<file path="src/rtl/ila_trace_buffer_if.sv">
// ---------------------------------------------------------------------------
// ila_trace_buffer_if : trace beat stream (tdata/tvalid/tready/tlast)
// Revision: 1.0
// ---------------------------------------------------------------------------
`default_nettype none

interface ila_trace_buffer_if;
  logic [63:0] m_tdata;
  logic        m_tvalid;
  logic        m_tready;
  logic        m_tlast;

  modport master (
    output m_tdata,
    output m_tvalid,
    output m_tlast,
    input  m_tready
  );

  modport slave (
    input  m_tdata,
    input  m_tvalid,
    input  m_tlast,
    output m_tready
  );
endinterface

`default_nettype wire

</file>
<file path="src/rtl/ila_trace_buffer.sv">
// ---------------------------------------------------------------------------
// ila_trace_buffer : per-hart commit-trace FIFO, 3-beat stream serialiser.
// Optional PC trigger gating via macro ILA_TRACE_TRIGGER_EN.
// Revision: 1.0
// ---------------------------------------------------------------------------
`default_nettype none

module ila_trace_buffer #(
  parameter int DEPTH = 16
) (
  input  logic                    coreclk,
  input  logic                    corerstn,
  input  logic                    trace_en,
  input  logic [1:0]              ila_hartid,
  input  logic [31:0]             ila_csr_time,
  input  logic [39:0]             ila_pc,
  input  logic                    ila_instr_valid,
  input  logic [31:0]             ila_instr,
  input  logic                    ila_rd_wen,
  input  logic [4:0]              ila_rd_waddr,
  input  logic [63:0]             ila_rd_wdata,
`ifdef ILA_TRACE_TRIGGER_EN
  input  logic [39:0]             trig_pc,
`endif
  ila_trace_buffer_if.master      m_axis,
  output logic [$clog2(DEPTH):0]  fifo_count,
  output logic [15:0]             drop_cnt
);

  localparam int AW = $clog2(DEPTH);
  localparam int CW = AW + 1;

  localparam logic [1:0] S_IDLE = 2'd0;
  localparam logic [1:0] S_B0   = 2'd1;
  localparam logic [1:0] S_B1   = 2'd2;
  localparam logic [1:0] S_B2   = 2'd3;

  logic [191:0]  mem_q [DEPTH];
  logic [AW-1:0] wr_ptr_q, rd_ptr_q;
  logic [CW-1:0] count_q, count_d;
  logic [15:0]   drop_q, drop_d;
  logic [1:0]    state_q, state_d;
  logic [127:0]  rec_q, rec_d;
  logic [63:0]   tdata_q, tdata_d;
  logic          tvalid_q, tvalid_d;
  logic          tlast_q, tlast_d;

  logic          w_armed;
  logic          w_capture;
  logic          w_full;
  logic          w_empty;
  logic          w_wr;
  logic          w_pop;
  logic          w_hs;
  logic [191:0]  w_rec;
  logic [191:0]  w_head;

`ifdef ILA_TRACE_TRIGGER_EN
  logic armed_q;
  logic w_hit;

  // The triggering commit is captured in the same cycle the trigger fires.
  assign w_hit   = ila_instr_valid && trace_en && (ila_pc == trig_pc);
  assign w_armed = armed_q || w_hit;

  always_ff @(posedge coreclk or negedge corerstn) begin
    if (!corerstn) armed_q <= 1'b0;
    else if (w_hit) armed_q <= 1'b1;
  end
`else
  assign w_armed = 1'b1;
`endif

  assign w_capture = ila_instr_valid && trace_en && w_armed;
  assign w_full    = (count_q == CW'(DEPTH));
  assign w_empty   = (count_q == '0);
  assign w_wr      = w_capture && !w_full;
  assign w_hs      = tvalid_q && m_axis.m_tready;

  assign w_rec = {(ila_rd_wen ? ila_rd_wdata : 64'h0),
                  ila_csr_time, ila_instr,
                  ila_hartid, ila_rd_wen, ila_rd_waddr, 16'h0, ila_pc};
  assign w_head = mem_q[rd_ptr_q];

  always_ff @(posedge coreclk) begin
    if (w_wr) mem_q[wr_ptr_q] <= w_rec;
  end

  always_comb begin
    state_d  = state_q;
    rec_d    = rec_q;
    tdata_d  = tdata_q;
    tvalid_d = tvalid_q;
    tlast_d  = tlast_q;
    w_pop    = 1'b0;
    case (state_q)
      S_IDLE: begin
        if (!w_empty) begin
          w_pop    = 1'b1;
          rec_d    = w_head[191:64];
          tdata_d  = w_head[63:0];
          tvalid_d = 1'b1;
          tlast_d  = 1'b0;
          state_d  = S_B0;
        end
      end
      S_B0: begin
        if (w_hs) begin
          tdata_d = rec_q[63:0];
          state_d = S_B1;
        end
      end
      S_B1: begin
        if (w_hs) begin
          tdata_d = rec_q[127:64];
          tlast_d = 1'b1;
          state_d = S_B2;
        end
      end
      S_B2: begin
        if (w_hs) begin
          tlast_d = 1'b0;
          if (!w_empty) begin
            w_pop   = 1'b1;
            rec_d   = w_head[191:64];
            tdata_d = w_head[63:0];
            state_d = S_B0;
          end else begin
            tvalid_d = 1'b0;
            state_d  = S_IDLE;
          end
        end
      end
      default: state_d = S_IDLE;
    endcase
  end

  // Full check uses the pre-cycle count, so a same-cycle pop never rescues a write.
  always_comb begin
    count_d = count_q + CW'(w_wr) - CW'(w_pop);
    drop_d  = drop_q;
    if (w_capture && w_full && (drop_q != 16'hFFFF)) drop_d = drop_q + 16'd1;
  end

  always_ff @(posedge coreclk or negedge corerstn) begin
    if (!corerstn) begin
      wr_ptr_q <= '0;
      rd_ptr_q <= '0;
      count_q  <= '0;
      drop_q   <= '0;
      state_q  <= S_IDLE;
      rec_q    <= '0;
      tdata_q  <= '0;
      tvalid_q <= 1'b0;
      tlast_q  <= 1'b0;
    end else begin
      if (w_wr)  wr_ptr_q <= wr_ptr_q + AW'(1);
      if (w_pop) rd_ptr_q <= rd_ptr_q + AW'(1);
      count_q  <= count_d;
      drop_q   <= drop_d;
      state_q  <= state_d;
      rec_q    <= rec_d;
      tdata_q  <= tdata_d;
      tvalid_q <= tvalid_d;
      tlast_q  <= tlast_d;
    end
  end

  assign m_axis.m_tdata  = tdata_q;
  assign m_axis.m_tvalid = tvalid_q;
  assign m_axis.m_tlast  = tlast_q;
  assign fifo_count      = count_q;
  assign drop_cnt        = drop_q;

endmodule

`default_nettype wire

</file>
<file path="src/flat_wrapper.sv">
// flat-port wrapper written by rule: the top's interface ports become plain ports
module ila_trace_buffer_flat 
#(
  parameter int DEPTH = 16
)
  (coreclk, corerstn, trace_en, ila_hartid, ila_csr_time, ila_pc, ila_instr_valid, ila_instr, ila_rd_wen, ila_rd_waddr, ila_rd_wdata, fifo_count, drop_cnt, m_axis_m_tdata, m_axis_m_tvalid, m_axis_m_tlast, m_axis_m_tready);
  ila_trace_buffer_if m_axis_i ();
  input  logic coreclk;
  input  logic corerstn;
  input  logic trace_en;
  input  logic [1:0] ila_hartid;
  input  logic [31:0] ila_csr_time;
  input  logic [39:0] ila_pc;
  input  logic ila_instr_valid;
  input  logic [31:0] ila_instr;
  input  logic ila_rd_wen;
  input  logic [4:0] ila_rd_waddr;
  input  logic [63:0] ila_rd_wdata;
  output logic [$clog2(DEPTH):0] fifo_count;
  output logic [15:0] drop_cnt;
  output wire logic [$bits(m_axis_i.m_tdata)-1:0] m_axis_m_tdata;
  output wire logic [$bits(m_axis_i.m_tvalid)-1:0] m_axis_m_tvalid;
  output wire logic [$bits(m_axis_i.m_tlast)-1:0] m_axis_m_tlast;
  input wire logic [$bits(m_axis_i.m_tready)-1:0] m_axis_m_tready;
  assign m_axis_m_tdata = m_axis_i.m_tdata;
  assign m_axis_m_tvalid = m_axis_i.m_tvalid;
  assign m_axis_m_tlast = m_axis_i.m_tlast;
  assign m_axis_i.m_tready = m_axis_m_tready;
  ila_trace_buffer #(.DEPTH(DEPTH)) u_core (.coreclk(coreclk), .corerstn(corerstn), .trace_en(trace_en), .ila_hartid(ila_hartid), .ila_csr_time(ila_csr_time), .ila_pc(ila_pc), .ila_instr_valid(ila_instr_valid), .ila_instr(ila_instr), .ila_rd_wen(ila_rd_wen), .ila_rd_waddr(ila_rd_waddr), .ila_rd_wdata(ila_rd_wdata), .m_axis(m_axis_i), .fifo_count(fifo_count), .drop_cnt(drop_cnt));
endmodule
</file>
<file path="config.mk">
export PLATFORM = sky130hd
export DESIGN_NAME = ila_trace_buffer_flat
export DESIGN_NICKNAME = d
export VERILOG_FILES = /design/src/rtl/ila_trace_buffer_if.sv /design/src/rtl/ila_trace_buffer.sv /design/src/flat_wrapper.sv
export SDC_FILE = /design/constraint.sdc
export NUM_CORES = 2
export LEC_CHECK = 0
export ABC_AREA = 1
export BUFFER_PORTS_ARGS = -buffer_cell sky130_fd_sc_hd__buf_2
export CORE_MARGIN = 2
export CORE_UTILIZATION = 45
export CTS_BUF_LIST = sky130_fd_sc_hd__clkbuf_2 sky130_fd_sc_hd__clkbuf_4 sky130_fd_sc_hd__clkbuf_8
export DETAILED_ROUTE_END_ITERATION = 8
export GPL_ROUTABILITY_DRIVEN = 0
export PLACE_DENSITY = 0.64
export RECOVER_POWER = 25
export SLEW_MARGIN = 15
export SYNTH_ARGS = -nofsm -noshare
export SYNTH_HDL_FRONTEND = slang
export SYNTH_SLANG_ARGS = --single-unit
</file>
<file path="constraint.sdc">
create_clock -name coreclk -period 35.1 [get_ports coreclk]
set_input_delay 7.02 -clock coreclk [delete_from_list [all_inputs] [get_ports coreclk]]
set_output_delay 7.02 -clock coreclk [all_outputs]
set_load 0.01 [all_outputs]
</file>
## Word level (Yosys, flattened, before mapping)

Memory sizes are Yosys's and may differ from the RTL's.
Cells that the tools add are included.

| word-level totals | value |
|---|---|
| flip-flop bits (word level) | 225 |
| memory bits (writable) | 2816 |
| bits of input ports | 181 |
| output and inout port bits | 87 |
| word-level logic and storage cells | 68 |
| memories kept | 1 |

Memories:

| name | depth | bits a word | read ports | clocked after memory_dff | wr ports | RTL line | source |
|---|---|---|---|---|---|---|---|
| u_core.mem_q | 16 | 176 | 1 | 0 | 1 | ila_trace_buffer.sv:38 | `logic [191:0] mem_q [DEPTH];` |

| operators by class | value |
|---|---|
| add/subtract/negate cells | 5 |
| eq/ne operators | 10 |
| muxes and demuxes | 28 |
| reductions and logical operators | 15 |

Operators by type and width:

| operator | number |
|---|---|
| $mux W64 | 5 |
| $mux W128 | 2 |
| $pmux W128 S2 | 1 |
| $pmux W64 S4 | 1 |
| $add A16 B1 Y16 const B | 1 |
| $ne A16 B16 Y1 const B | 1 |
| $reduce_and A4 Y1 | 3 |
| $mux W1 | 11 |
| $add A4 B1 Y4 const B | 2 |
| $mux W2 | 4 |
| $ne A2 B1 Y1 const B | 4 |
| $pmux W2 S4 | 1 |
| $add A5 B1 Y5 | 1 |
| $eq A5 B5 Y1 const B | 1 |
| $logic_and A1 B1 Y1 | 5 |
| $logic_not A5 Y1 | 1 |
| $sub A5 B1 Y5 | 1 |
| $eq A2 B2 Y1 const B | 2 |
| $pmux W1 S2 | 2 |
| $pmux W1 S3 | 1 |
| $reduce_and A3 Y1 | 1 |
| $reduce_bool A3 Y1 | 1 |
| $eq A2 B1 Y1 const B | 1 |
| $logic_not A2 Y1 | 1 |
| 4 further kinds | 4 |

## Depth between registers and ports, before layout

| depth | value |
|---|---|
| depth in word-level cells | 5 |
| gate-level depth with buffers | 13 |

## Least setup slack after synthesis

No wires, ideal clock.

| timing | value |
|---|---|
| path type | in2reg |
| start | in ila_instr_valid |
| end | mem u_core.mem_q[7][0] in the netlist's numbering (enable) |
| setup time | 0.928 ns |
| arrival | 19.112 ns |
| slack | 15.060 ns |
| stages | 4 |
| buffers on the path | 0 |
| cell sequence | nand2_1 > inv_1 > nand2_1 > nor3_1 |

| between the ends | value |
|---|---|
| longest elaborated chain between the ends | 4 |

Ends and longest elaborated chain:

| item | RTL line | source |
|---|---|---|
| start: declaration | flat_wrapper.sv:14 | `input logic ila_instr_valid;` |
| $logic_and A1 B1 Y1 | ila_trace_buffer.sv:74 | `assign w_capture = ila_instr_valid && trace_en && w_armed;` |
| $logic_and A1 B1 Y1 | ila_trace_buffer.sv:77 | `assign w_wr = w_capture && !w_full;` |
| $mux W1 | ila_trace_buffer.sv:86 | `if (w_wr) mem_q[wr_ptr_q] <= w_rec;` |
| $mux W1 (not written as such) | ila_trace_buffer.sv:86 |  |
| end: declaration | ila_trace_buffer.sv:38 |  |

Every way passes these cells.

==> run metrics <==
status=finished, violations left; failing checks=capacitance limit, slew limit; area of placed instances=between 100000 and 150000 um2; reg-to-reg startpoint=u_core.rd_ptr_q[0]; Finished Cell Area=137000 um2; setup repair bufs after CTS=0; cell count after synthesis=~11000; period utilization=0.335; GRT Residual Overflow=0; CTS Buf Count=481; sequential-to-total area share from yosys stat=0.734; IO Count=268; setup tns final=0 ns; synth warn=0; worst hold path class=flop to flop; Max IR drop VDD=0.0365 mV; Detail Route Antenna Nets=0; die height=527 um; commonest non-fill, non-tap cell in the layout=nand2_1; initial antenna violation count=43; vias per cell=5.64; 1st-iter DRT viols=10900; via count=slightly above 80000; die width=527 um; Total Routed Length=between 300000 and 400000 um; Max-slew headroom=-1.80; Die ar.=277000 um2; critical path type=primary input to async pin; largest net degree at the start of global routing=around 200; Hold Vio Cnt, Final=0; setup violators final=0; vias in the first global route=78900; Reg area=90200 um2; Final Slew Violations=74; most frequent cells in the layout=nand2_1 (3730), edfxtp_1 (2816), nand3_1 (2349), clkbuf_8 (535), inv_1 (369); register-to-register setup slack=28.87 ns; row count=191; count of state elements after synthesis=3041; R2R Path End=u_core.rec_q[38]; residual DRC count=0; GR Util All Layers=0.255; post_cts resized=0; DP HPWL=191000 um; LEAKAGE=51.8 nW; Max clock buf depth=4; Max Freq=85.0 MHz; layout cell share with drive strength beyond 1=0.104; min cycle time layout=about 12 ns; Root Driver=clkbuf_8; Yosys top cell area share=0.688; worst setup path endpoint=u_core.rec_q[28]; Hold Crit Start=u_core.m_axis.m_tdata[56]; skew final=0.0747 ns; clk sink count=3041; Syn Std Cell Area=approximately 120000 um2; Reg clk slew, reported paths=approximately 0.06 ns; Initial Util=0.453; H-tree lvl count=5; startpoint types=primary input; Worst-Margin Slew=4.20 ns; Setup crit start=corerstn; Yosys top cell by area=edfxtp_1; FILL cells=23400; CTS tree=built; post-synthesis cell type count=31; input/output buffers=267; Area Growth Syn to Fin=11.2%; Syn Area/Cell=11.7 um2; Worst Path Max Fanout=73; multi-input combinational cell area=28200 um2; first-pass GRT wire length=about 530000 um; iteration count of the initial detailed-routing pass=9; Worst Reg-to-Reg Cells=11; RSZ-0062 raised after global routing=false; Max Cap Viol=1; nets=11000; top cells by area, synth=edfxtp_1 (69%), nand2_1 (11%), nand3_1 (9.6%); Core Area=271000 um2; Mapped Nets=10700; overall power=approximately 7.6 mW; Worst EP required=between 30 and 40 ns; Setup crit end kind=async pin; PwrDens=55.5 nW/um2; DR WL/cell=24.6 um; worst skew pair latency=1.06 ns; CP Data Arrival Time=approximately 13 ns; cts hold-fix bufs=0
synth_stat cells (all sizes together):
| cell | count |
|---|---|
| edfxtp | 2816 |
| a21oi | 19 |
| ha | 18 |
| buf | 474 |
| inv | 375 |
| nor2 | 121 |
| nand2 | 3730 |
| dfrtp | 225 |
| o21bai | 1 |
| nor3 | 11 |
| or2 | 29 |
| nand3b | 1 |
| xor2 | 22 |
| clkbuf | 182 |
| o31ai | 2 |
| clkinv | 3 |
| nand4 | 4 |
| nand3 | 2349 |
| o21ai | 83 |
| fa | 1 |
| a221oi | 48 |
| o22ai | 24 |
| xnor2 | 1 |
where the power goes:
part           total [mW]  switching (mW)  leakage (nW)  internal [mW]
clock network        3.08            1.39          5.27           1.69
registers            4.19          0.0405          28.4           4.15
logic               0.325           0.267          18.1         0.0582
total                7.59            1.70          51.8           5.89
registers in the layout (all words and copies together) (netlist names):
register and cells:
u_core.mem_q 2816, u_core.fifo_count 5, u_core.m_axis.m_tdata 64, u_core.rec_q 128, u_core.rd_ptr_q 4, u_core.m_axis.m_tlast 1
u_core.state_q 2, u_core.m_axis.m_tvalid 1, u_core.wr_ptr_q 4, u_core.drop_cnt 16
logic make-up after synthesis:
family,Yosys count,share of synthesized area
AOI/OAI and AO/OA,177,0.00898
adders and majority gates,19,0.00200
buffers and inverters,1034,0.0376
and+or+nand+nor,6245,0.216
DFF,3041,0.734
xor gates and xnor gates,23,0.00164
final cells by class:
cell class                      instances  area share
Inverter                              378      0.0107
Timing Repair Buffer                  396      0.0176
Clock inverter                        156     0.00806
Clock buffer                          723      0.0642
Tap cell                             3570      0.0327
Multi-Input combinational cell       6464       0.206
Antenna cell                           13    0.000238
Sequential cell                      3041       0.660
metal layers:
metal  vias to the layer above  global-route usage  share of wire
met5                         -                   0        0.00066
met3                       758              0.0495          0.098
met1                     40800               0.356           0.40
met4                        34               0.111          0.045
li1                      37100                   -              -
met2                      4442               0.390           0.45
worst max-delay path, stage by stage:
cell	delay [ns]
clkbuf_1	2.88
buf_4	0.96
buf_4	0.87
buf_4	0.85
worst min path at each step:
stage	slack (ns)	depth (start not counted)	end
after floorplan	0.45	2	u_core.rec_q[67]
after global placement	0.47	2	u_core.rec_q[70]
after detailed placement	0.47	2	u_core.m_axis.m_tdata[29]
after CTS	0.48	2	u_core.m_axis.m_tdata[56]
after global routing	0.49	2	u_core.m_axis.m_tdata[56]
final	0.48	2	u_core.m_axis.m_tdata[56]
through the flow:
stage          instances  setup slack, ns  hold WS [ns]   util
5_1_grt            14700            22.43         0.495  0.504
6_report           14700            23.34         0.480  0.504
3_3_place_gp       13800            23.39         0.468  0.468
4_1_cts            14700            24.38         0.483  0.504
2_1_floorplan      10500            15.06         0.449      -
3_5_place_dp       13800            23.29         0.465  0.468
No activity file was read; power rests on OpenSTA's default activity.
